$ cat config.mk
export PLATFORM = sky130hd
export DESIGN_NAME = seg7_mmss_scan
export DESIGN_NICKNAME = d
export VERILOG_FILES = /design/src/rtl/seg7_mmss_scan.sv
export SDC_FILE = /design/constraint.sdc
export NUM_CORES = 1
export LEC_CHECK = 0
export CAP_MARGIN = 20
export CORE_ASPECT_RATIO = 2
export CORE_MARGIN = 3
export CORE_UTILIZATION = 55
export DETAILED_ROUTE_END_ITERATION = 6
export PLACE_DENSITY = 0.84
export SETUP_SLACK_MARGIN = 0.15
export SLEW_MARGIN = 20
export SYNTH_ARGS = -nofsm -noshare
export SYNTH_HDL_FRONTEND = slang
export SYNTH_SLANG_ARGS = --single-unit
$ cat constraint.sdc
create_clock -name clk_in -period 2.9 [get_ports clk_in]
set_input_delay 0.58 -clock clk_in [delete_from_list [all_inputs] [get_ports clk_in]]
set_output_delay 0.58 -clock clk_in [all_outputs]
set_load 0.1 [all_outputs]
$ cat src/rtl/seg7_mmss_scan.sv
// rtl/seg7_mmss_scan.sv - MM:SS BCD run/clear counter multiplexed onto a 4-digit 7-segment display
module seg7_mmss_scan #(
    parameter bit SEG_ACTIVE_LOW = 1'b1,
    parameter bit DIG_ACTIVE_LOW = 1'b1
) (
    input  logic        clk_in,
    input  logic        rst,
    input  logic        tick_1s,
    input  logic        tick_scan,
    input  logic        run,
    input  logic        clr,
    output logic [15:0] count_bcd,
    output logic        wrap,
    output logic [7:0]  seg,
    output logic [3:0]  dig_sel
);

    typedef enum logic [1:0] {
        SCAN_D0 = 2'd0,
        SCAN_D1 = 2'd1,
        SCAN_D2 = 2'd2,
        SCAN_D3 = 2'd3
    } scan_state_t;

    localparam logic [7:0] SEG_OFF = SEG_ACTIVE_LOW ? 8'hFF : 8'h00;
    localparam logic [3:0] DIG_OFF = DIG_ACTIVE_LOW ? 4'hF : 4'h0;

    logic        r_tick_1s_q;
    logic        r_tick_scan_q;
    logic [15:0] r_count;
    logic        r_wrap;
    scan_state_t r_scan;
    logic [7:0]  r_seg;
    logic [3:0]  r_dig;

    logic        w_s1_edge;
    logic        w_scan_edge;
    logic [15:0] w_count_inc;
    logic        w_rollover;
    scan_state_t w_scan_next;
    logic [3:0]  w_nibble;
    logic [6:0]  w_dec;
    logic        w_dp;
    logic [7:0]  w_seg_raw;
    logic [3:0]  w_dig_raw;

    // History regs reset high so a level already high at reset release is not an edge.
    assign w_s1_edge   = tick_1s & ~r_tick_1s_q;
    assign w_scan_edge = tick_scan & ~r_tick_scan_q;

    always_ff @(posedge clk_in or negedge rst) begin
        if (!rst) begin
            r_tick_1s_q   <= 1'b1;
            r_tick_scan_q <= 1'b1;
        end else begin
            r_tick_1s_q   <= tick_1s;
            r_tick_scan_q <= tick_scan;
        end
    end

    always_comb begin
        w_count_inc = r_count;
        w_rollover  = (r_count == 16'h5959);
        if (r_count[3:0] != 4'd9) begin
            w_count_inc[3:0] = r_count[3:0] + 4'd1;
        end else begin
            w_count_inc[3:0] = 4'd0;
            if (r_count[7:4] != 4'd5) begin
                w_count_inc[7:4] = r_count[7:4] + 4'd1;
            end else begin
                w_count_inc[7:4] = 4'd0;
                if (r_count[11:8] != 4'd9) begin
                    w_count_inc[11:8] = r_count[11:8] + 4'd1;
                end else begin
                    w_count_inc[11:8] = 4'd0;
                    if (r_count[15:12] != 4'd5) begin
                        w_count_inc[15:12] = r_count[15:12] + 4'd1;
                    end else begin
                        w_count_inc[15:12] = 4'd0;
                    end
                end
            end
        end
    end

    always_ff @(posedge clk_in or negedge rst) begin
        if (!rst) begin
            r_count <= 16'h0000;
            r_wrap  <= 1'b0;
        end else if (clr) begin
            r_count <= 16'h0000;
            r_wrap  <= 1'b0;
        end else if (w_s1_edge && run) begin
            r_count <= w_count_inc;
            r_wrap  <= w_rollover;
        end else begin
            r_wrap  <= 1'b0;
        end
    end

    always_comb begin
        w_scan_next = r_scan;
        if (w_scan_edge) begin
            case (r_scan)
                SCAN_D0: w_scan_next = SCAN_D1;
                SCAN_D1: w_scan_next = SCAN_D2;
                SCAN_D2: w_scan_next = SCAN_D3;
                default: w_scan_next = SCAN_D0;
            endcase
        end
    end

    always_ff @(posedge clk_in or negedge rst) begin
        if (!rst) begin
            r_scan <= SCAN_D0;
        end else begin
            r_scan <= w_scan_next;
        end
    end

    always_comb begin
        w_nibble = r_count[{r_scan, 2'b00} +: 4];
        w_dec    = 7'h00;
        case (w_nibble)
            4'd0:    w_dec = 7'h3F;
            4'd1:    w_dec = 7'h06;
            4'd2:    w_dec = 7'h5B;
            4'd3:    w_dec = 7'h4F;
            4'd4:    w_dec = 7'h66;
            4'd5:    w_dec = 7'h6D;
            4'd6:    w_dec = 7'h7D;
            4'd7:    w_dec = 7'h07;
            4'd8:    w_dec = 7'h7F;
            4'd9:    w_dec = 7'h6F;
            default: w_dec = 7'h00;
        endcase
        // Decimal point on min_lo blinks with the 1 s square wave as the colon.
        w_dp      = (r_scan == SCAN_D2) & tick_1s;
        w_seg_raw = {w_dp, w_dec};
        w_dig_raw = 4'b0001 << r_scan;
    end

    // Segment and digit registers load together so digits never ghost.
    always_ff @(posedge clk_in or negedge rst) begin
        if (!rst) begin
            r_seg <= SEG_OFF;
            r_dig <= DIG_OFF;
        end else begin
            r_seg <= SEG_ACTIVE_LOW ? ~w_seg_raw : w_seg_raw;
            r_dig <= DIG_ACTIVE_LOW ? ~w_dig_raw : w_dig_raw;
        end
    end

    assign count_bcd = r_count;
    assign wrap      = r_wrap;
    assign seg       = r_seg;
    assign dig_sel   = r_dig;

endmodule

==> results of run 1 <==
[logic make-up (layout without fill, tap and decap cells)]
kind of cell	after synthesis	in the layout	share of synthesized area, %
AND/OR/NAND/NOR	58	58	18.6
multiplexers	8	8	7.42
flip-flops	33	33	47.6
adder cells (fa/ha/maj)	15	15	10.6
XOR/XNOR	1	1	0.494
AO/OA/AOI/OAI	30	30	10.2
buffers and inverters	21	58	5.08
[per-layer routing]
metal | share of wire (%) | vias to the layer above | wire length (µm)
li1 | - | 644 | -
met1 | 37 | 669 | 1380
met2 | 55 | 40 | 2030
met3 | 4.5 | 11 | 168
met4 | 3.7 | 0 | 138
met5 | 0 | - | 0
[sequential cells by signal (all words and copies together), names as in the netlist]
name           count
r_tick_scan_q      1
seg                8
wrap               1
dig_sel            4
r_tick_1s_q        1
count_bcd         16
r_scan             2
[path summary, 6_finish.rpt]
| path | end |
|---|---|
| min in group asynchronous | count_bcd[0] |
| setup reg to reg | count_bcd[15] |
| hold reg to reg | count_bcd[11] |
| hold / removal | count_bcd[11] |
| max in group asynchronous | r_tick_scan_q |
| setup / recovery | count_bcd[15] |
[layout make-up]
| class | instances | area, µm² |
|---|---|---|
| Timing Repair Buffer | 35 | 275 |
| Multi-Input combinational cell | 112 | 838 |
| Inverter | 15 | 56.3 |
| Clock inverter | 3 | 17.5 |
| Fill cell | 231 | 876 |
| Sequential cell | 33 | 843 |
| Clock buffer | 5 | 68.8 |
| Tap cell | 30 | 37.5 |
[through the flow]
| step | hold slack (ns) | util (%) | setup slack [ns] | cells | instance area, µm² |
|---|---|---|---|---|---|
| 6_report | 0.579 | 70.9 | 0.837 | 233 | 2140 |
| 5_1_grt | 0.585 | 70.9 | 0.728 | 233 | 2140 |
| 4_1_cts | 0.556 | 70.9 | 0.842 | 233 | 2140 |
| 3_5_place_dp | 0.546 | 68.1 | 0.548 | 225 | 2050 |
| 3_3_place_gp | 0.519 | 68.1 | 0.658 | 225 | 2050 |
| 2_1_floorplan | 0.284 | - | 0.557 | 166 | 1770 |
[cell usage in the layout, fill, tap and decap left out, types with 2 or more instances in the layout]
cell	instances
o31ai_1	2
mux4_2	4
and3b_1	4
nand4_1	2
dfstp_2	14
a31o_2	2
nor2_1	18
nand2b_1	6
nand2_1	10
ha_1	15
and3_1	2
inv_1	15
dfrtp_1	19
clkinv_2	2
o21ai_0	5
a311oi_1	2
or3b_1	2
mux2i_1	3
nor3_1	3
buf_4	30
or3_1	3
clkdlybuf4s50_1	5
clkbuf_8	5
a21oi_1	16
[worst max-delay path, stage by stage]
cell	delay (ns)
clkdlybuf4s50_1	0.52
and3b_1	0.34
nand4_4	0.19
or4_1	0.44
a21oi_1	0.18
[power groups by stage]
stage                     Combinational [µW]  Clock [µW]  Sequential (µW)
after floorplan                          125           0              839
after global placement                   443           0              590
after detailed placement                 452           0              596
after CTS                                453         338              588
after global routing                     474         356              599
final                                    449         333              587
==> results.py, run 1 <==
metrics = {
    "global_routing": {
        "grt_util_met1_pct": 20.8,
        "grt_pass1_wl_um": 6090,
        "grt_max_degree": 34,
        "antenna_found_initial": 0,
        "grt.busiest_layer": "met2",
        "grt_use_met3_pct": 3.74,
        "grt_use_total_pct": 20.6,
        "grt_overflow": 0,
        "grt_pass1_vias": 1449,
        "grtUsageMet2_pct": 36.2,
    },
    "setup_path": {
        "crit_path_start_kind": "input pin",
        "rrSetupSlack_ns": 0.92,
        "worstSetupPathType": "in2reg",
        "critical_path_arrival_ns": 2.25,
        "r2r-start": "count_bcd[0]",
        "cp-end-kind": "register",
        "startpoint": "tick_1s",
        "required_ns": 3.09,
        "worstPathMaxFanout": 9,
        "reg2reg_depth": 5,
    },
    "clock_network": {
        "path_clk_slew_ns": 0.07,
        "h-tree-depth": 2,
        "clk_path_buf_depth": 2,
        "cts.repair.resized": 0,
        "cts_num_sinks": 33,
        "postCtsSetupBuffers": 0,
        "clock_latency_ns": 0.28,
        "cts_hold_buffers": 0,
        "cts_inserted_buffers": 5,
        "cts_tree": "yes",
        "cts_root_buf": "clkbuf_8",
    },
    "pwr": {
        "switching_share_pct": 40.8,
        "p_leak_uw": 0.000992,
        "internal_power_uw": 811,
        "power_uw": 1370,
        "power_switching_uw": 558,
        "p_per_area_mw_per_mm2": 641,
        "seq_power_share_pct": 42.9,
        "vdd_drop_max_mv": 0.544,
        "clkPwrFrac_pct": 24.3,
        "pwr-share-comb_pct": 32.8,
    },
    "hold_path": {
        "whs_path_depth": 1,
        "hp-class": "reg2reg",
        "min_from": "count_bcd[11]",
    },
    "sta": {
        "relSlewSlack_pct": 59.5,
        "finalMaxSlewViolations": 0,
        "finalCritPeriodShare_pct": 71.1,
        "rsz0062_at_grt": "no",
        "finalClockSkew_ns": 0.00380,
        "min_period_ns": 2.06,
        "finalHoldViolations": 0,
        "worst_pin_slew_ns": 0.606,
        "fmax_mhz": 485,
        "setup_viol": 0,
        "setup_tns_ns": 0,
    },
    "synthesis": {
        "synthArstFlopShare_pct": 100,
        "synth_nets": 187,
        "synth_edf_count": 0,
        "synth_most_common_cell": "dfrtp_1",
        "synth.area.top_cells": "dfrtp_1 (27%), dfstp_2 (21%), ha_1 (11%), mux4_2 (5.1%), a21oi_1 (4.5%)",
        "synthTopCellsByCount": "dfrtp_1 (19), nor2_1 (18), a21oi_1 (16), ha_1 (15), inv_1 (15)",
        "ys_types": 36,
        "synth_ff_type": "dfrtp_1",
        "syn_area_per_cell_um2": 10.7,
        "synth_top_area_cell": "dfrtp_1",
        "ys_seq_elements": 33,
        "ys_seq_area_share_pct": 47.6,
        "syn_inst": 166,
        "synth_area_mm2": 0.00177,
        "ys.warnings.count": 0,
        "synth_top_area_share_pct": 26.8,
    },
    "route": {
        "antenna_left": 0,
        "wl_per_cell_um": 16.0,
        "vias_per_cell": 5.85,
        "dr.pass1.iters": 4,
        "drt_iter0_markers": 22,
        "via_count": 1364,
        "wl_um": 3720,
        "drc": 0,
    },
    "floorplan": {
        "initial_core_util_pct": 58.8,
        "die_area_mm2": 0.00398,
        "die_h_um": 86.3,
        "rows": 28,
        "fp.dieW_um": 46.1,
        "io_pins": 35,
        "coreArea_mm2": 0.00301,
    },
    "final_layout": {
        "drive_gt1_share_pct": 30.5,
        "syn_to_final_growth_pct": 20.6,
        "diodes": 0,
        "fin_nets": 223,
    },
    "job": {
        "drv_cap": 0,
    },
    "placed_design": {
        "globalplace.congestion": 0.827,
        "dp_hpwl_um": 2800,
        "port_buffers": 34,
    },
    "status": {
        "status": "complete, no violations",
    },
}
No activity file was read; power rests on OpenSTA's default activity.
==> run 2, diff against run 1 <==
CORE_UTILIZATION = 51   (was 55)
PLACE_DENSITY = 0.79   (was 0.84)
clock period = 1.95 ns   (was 2.9 ns; I/O delays follow)
==> results.py, run 2 (synthesis gave the netlist of run 1 again) <==
metrics = {
    "pwr": {
        "p_per_area_mw_per_mm2": 889,
        "power_uw": 2410,
        "p_leak_uw": 0.00118,
        "vdd_drop_max_mv": 0.805,
    },
    "sta": {
        "setup_tns_ns": 0,
        "timing.hold.ws_ns": 0.505,
        "finalHoldViolations": 0,
        "fin_ws_ns": 0.142,
        "setup_viol": 0,
        "finalMaxSlewViolations": 0,
        "finalClockSkew_ns": 0.00618,
        "worst_pin_slew_ns": 0.416,
        "relSlewSlack_pct": 72.2,
        "rsz0062_at_grt": "yes",
        "finalCritPeriodShare_pct": 92.7,
        "fmax_mhz": 553,
        "min_period_ns": 1.81,
    },
    "global_routing": {
        "grt_max_degree": 34,
        "grt_use_total_pct": 25.3,
        "grt_pass1_vias": 1609,
        "grt_pass1_wl_um": 7770,
        "antenna_found_initial": 0,
        "grt_overflow": 0,
    },
    "route": {
        "wl_per_cell_um": 18.7,
        "wl_um": 4760,
        "wl_met3_um": 213,
        "antenna_left": 0,
        "vias_per_cell": 6.09,
        "drc": 0,
        "top_layer": "met4",
        "wl_met2_um": 2800,
        "wl_met1_um": 1560,
        "via_count": 1548,
        "drt_iter0_markers": 85,
        "dr.pass1.iters": 4,
    },
    "clock_network": {
        "cts_inserted_buffers": 5,
        "cts_root_buf": "clkbuf_8",
        "clock_latency_ns": 0.28,
        "cts_hold_buffers": 0,
        "cts_tree": "yes",
        "h-tree-depth": 2,
        "clk_path_buf_depth": 2,
        "cts_num_sinks": 33,
        "path_clk_slew_ns": 0.07,
    },
    "setup_path": {
        "r2r-end": "count_bcd[15]",
        "reg2reg_depth": 6,
        "startpoint": "count_bcd[1]",
        "worstSetupPathType": "reg2reg",
        "rrSetupSlack_ns": 0.14,
        "critical_path_arrival_ns": 2.01,
        "required_ns": 2.16,
        "cpMaxStageDelayCell": "dfrtp_4",
        "path_cells": "inv_2, ha_4, and3b_2, nand4_4, or4_4, a21oi_2",
        "critical_path.endpoint": "count_bcd[15]",
        "cp-end-kind": "register",
        "slowest_delay_ns": 0.52,
        "r2r-start": "count_bcd[1]",
        "worstPathMaxFanout": 7,
        "crit_path_start_kind": "register",
    },
    "floorplan": {
        "die_area_mm2": 0.00426,
        "fp.dieW_um": 47.7,
        "rows": 29,
        "initial_core_util_pct": 54.3,
        "die_h_um": 89.4,
        "coreArea_mm2": 0.00327,
        "io_pins": 35,
    },
    "placed_design": {
        "port_buffers": 34,
        "dp_hpwl_um": 3170,
        "dp_slack_ns": -0.104,
        "globalplace.congestion": 0.914,
    },
    "hold_path": {
        "hp-class": "in2async",
    },
    "final_layout": {
        "largest_register_ff_count": 16,
        "final_core_util_pct": 83.1,
        "syn_to_final_growth_pct": 53.1,
        "final_cell_mix": "buf_12 (26), buf_4 (23), nor2_1 (18), a21oi_1 (15), dfstp_2 (14)",
        "fin_nets": 243,
        "final_common_cell": "buf_12",
        "drive_gt1_share_pct": 48.0,
        "diodes": 0,
    },
    "job": {
        "drv_cap": 0,
    },
    "status": {
        "status": "complete, no violations",
    },
}
## run 2: metrics by stage
step,cell area (µm²),instances
floorplan,1830,166
finish,2710,254
global route,2710,254
global placement,2470,232
detailed placement,2470,232
CTS,2640,245
## run 2: timing repair
item / 4_1_cts / 5_1_grt
endpoints found under the setup margin: 6 / 13
resized for setup: 4 / 3
buffers inserted: 4 / 9
pin swaps: 0 / 1
cloned: 1 / 0
## run 2: final cells by class
cell class                 instances  area, µm²
sequential                        33        880
multi-input combinational        113        878
timing repair buffer              54        743
fill                             170        553
clock buffer                       7       86.3
inverter                          15       56.3
tap                               31       38.8
clock inverter                     1       30.0
## run 2: report_power, final
group          leakage, µW  switching, µW  internal [µW]
logic             0.000740            555            330
clock network    0.0000585            241            416
registers         0.000380           69.4            799
total              0.00118            865           1550
## run 2: worst min-delay path by stage
stage	start	end
after detailed placement	count_bcd[11]	count_bcd[11]
final	rst	count_bcd[3]
after global routing	rst	count_bcd[3]
after floorplan	rst	count_bcd[10]
after global placement	count_bcd[11]	count_bcd[11]
after CTS	rst	count_bcd[0]
## run 2: worst max-delay path: cells and delay by family, from the launching register on
| kind | cells | cell delay [ns] |
|---|---|---|
| simple gates | 3 | 0.88 |
| flops | 1 | 0.52 |
| fa+ha+maj | 1 | 0.12 |
| compound gates | 1 | 0.14 |
| buf+inv | 1 | 0.08 |
## run 2: per-layer routing
metal / vias to the layer above / track usage (%)
li1: 690 / -
met1: 759 / 27.5
met3: 24 / 4.64
met2: 75 / 45.5
met5: - / 0
met4: 0 / 10.3
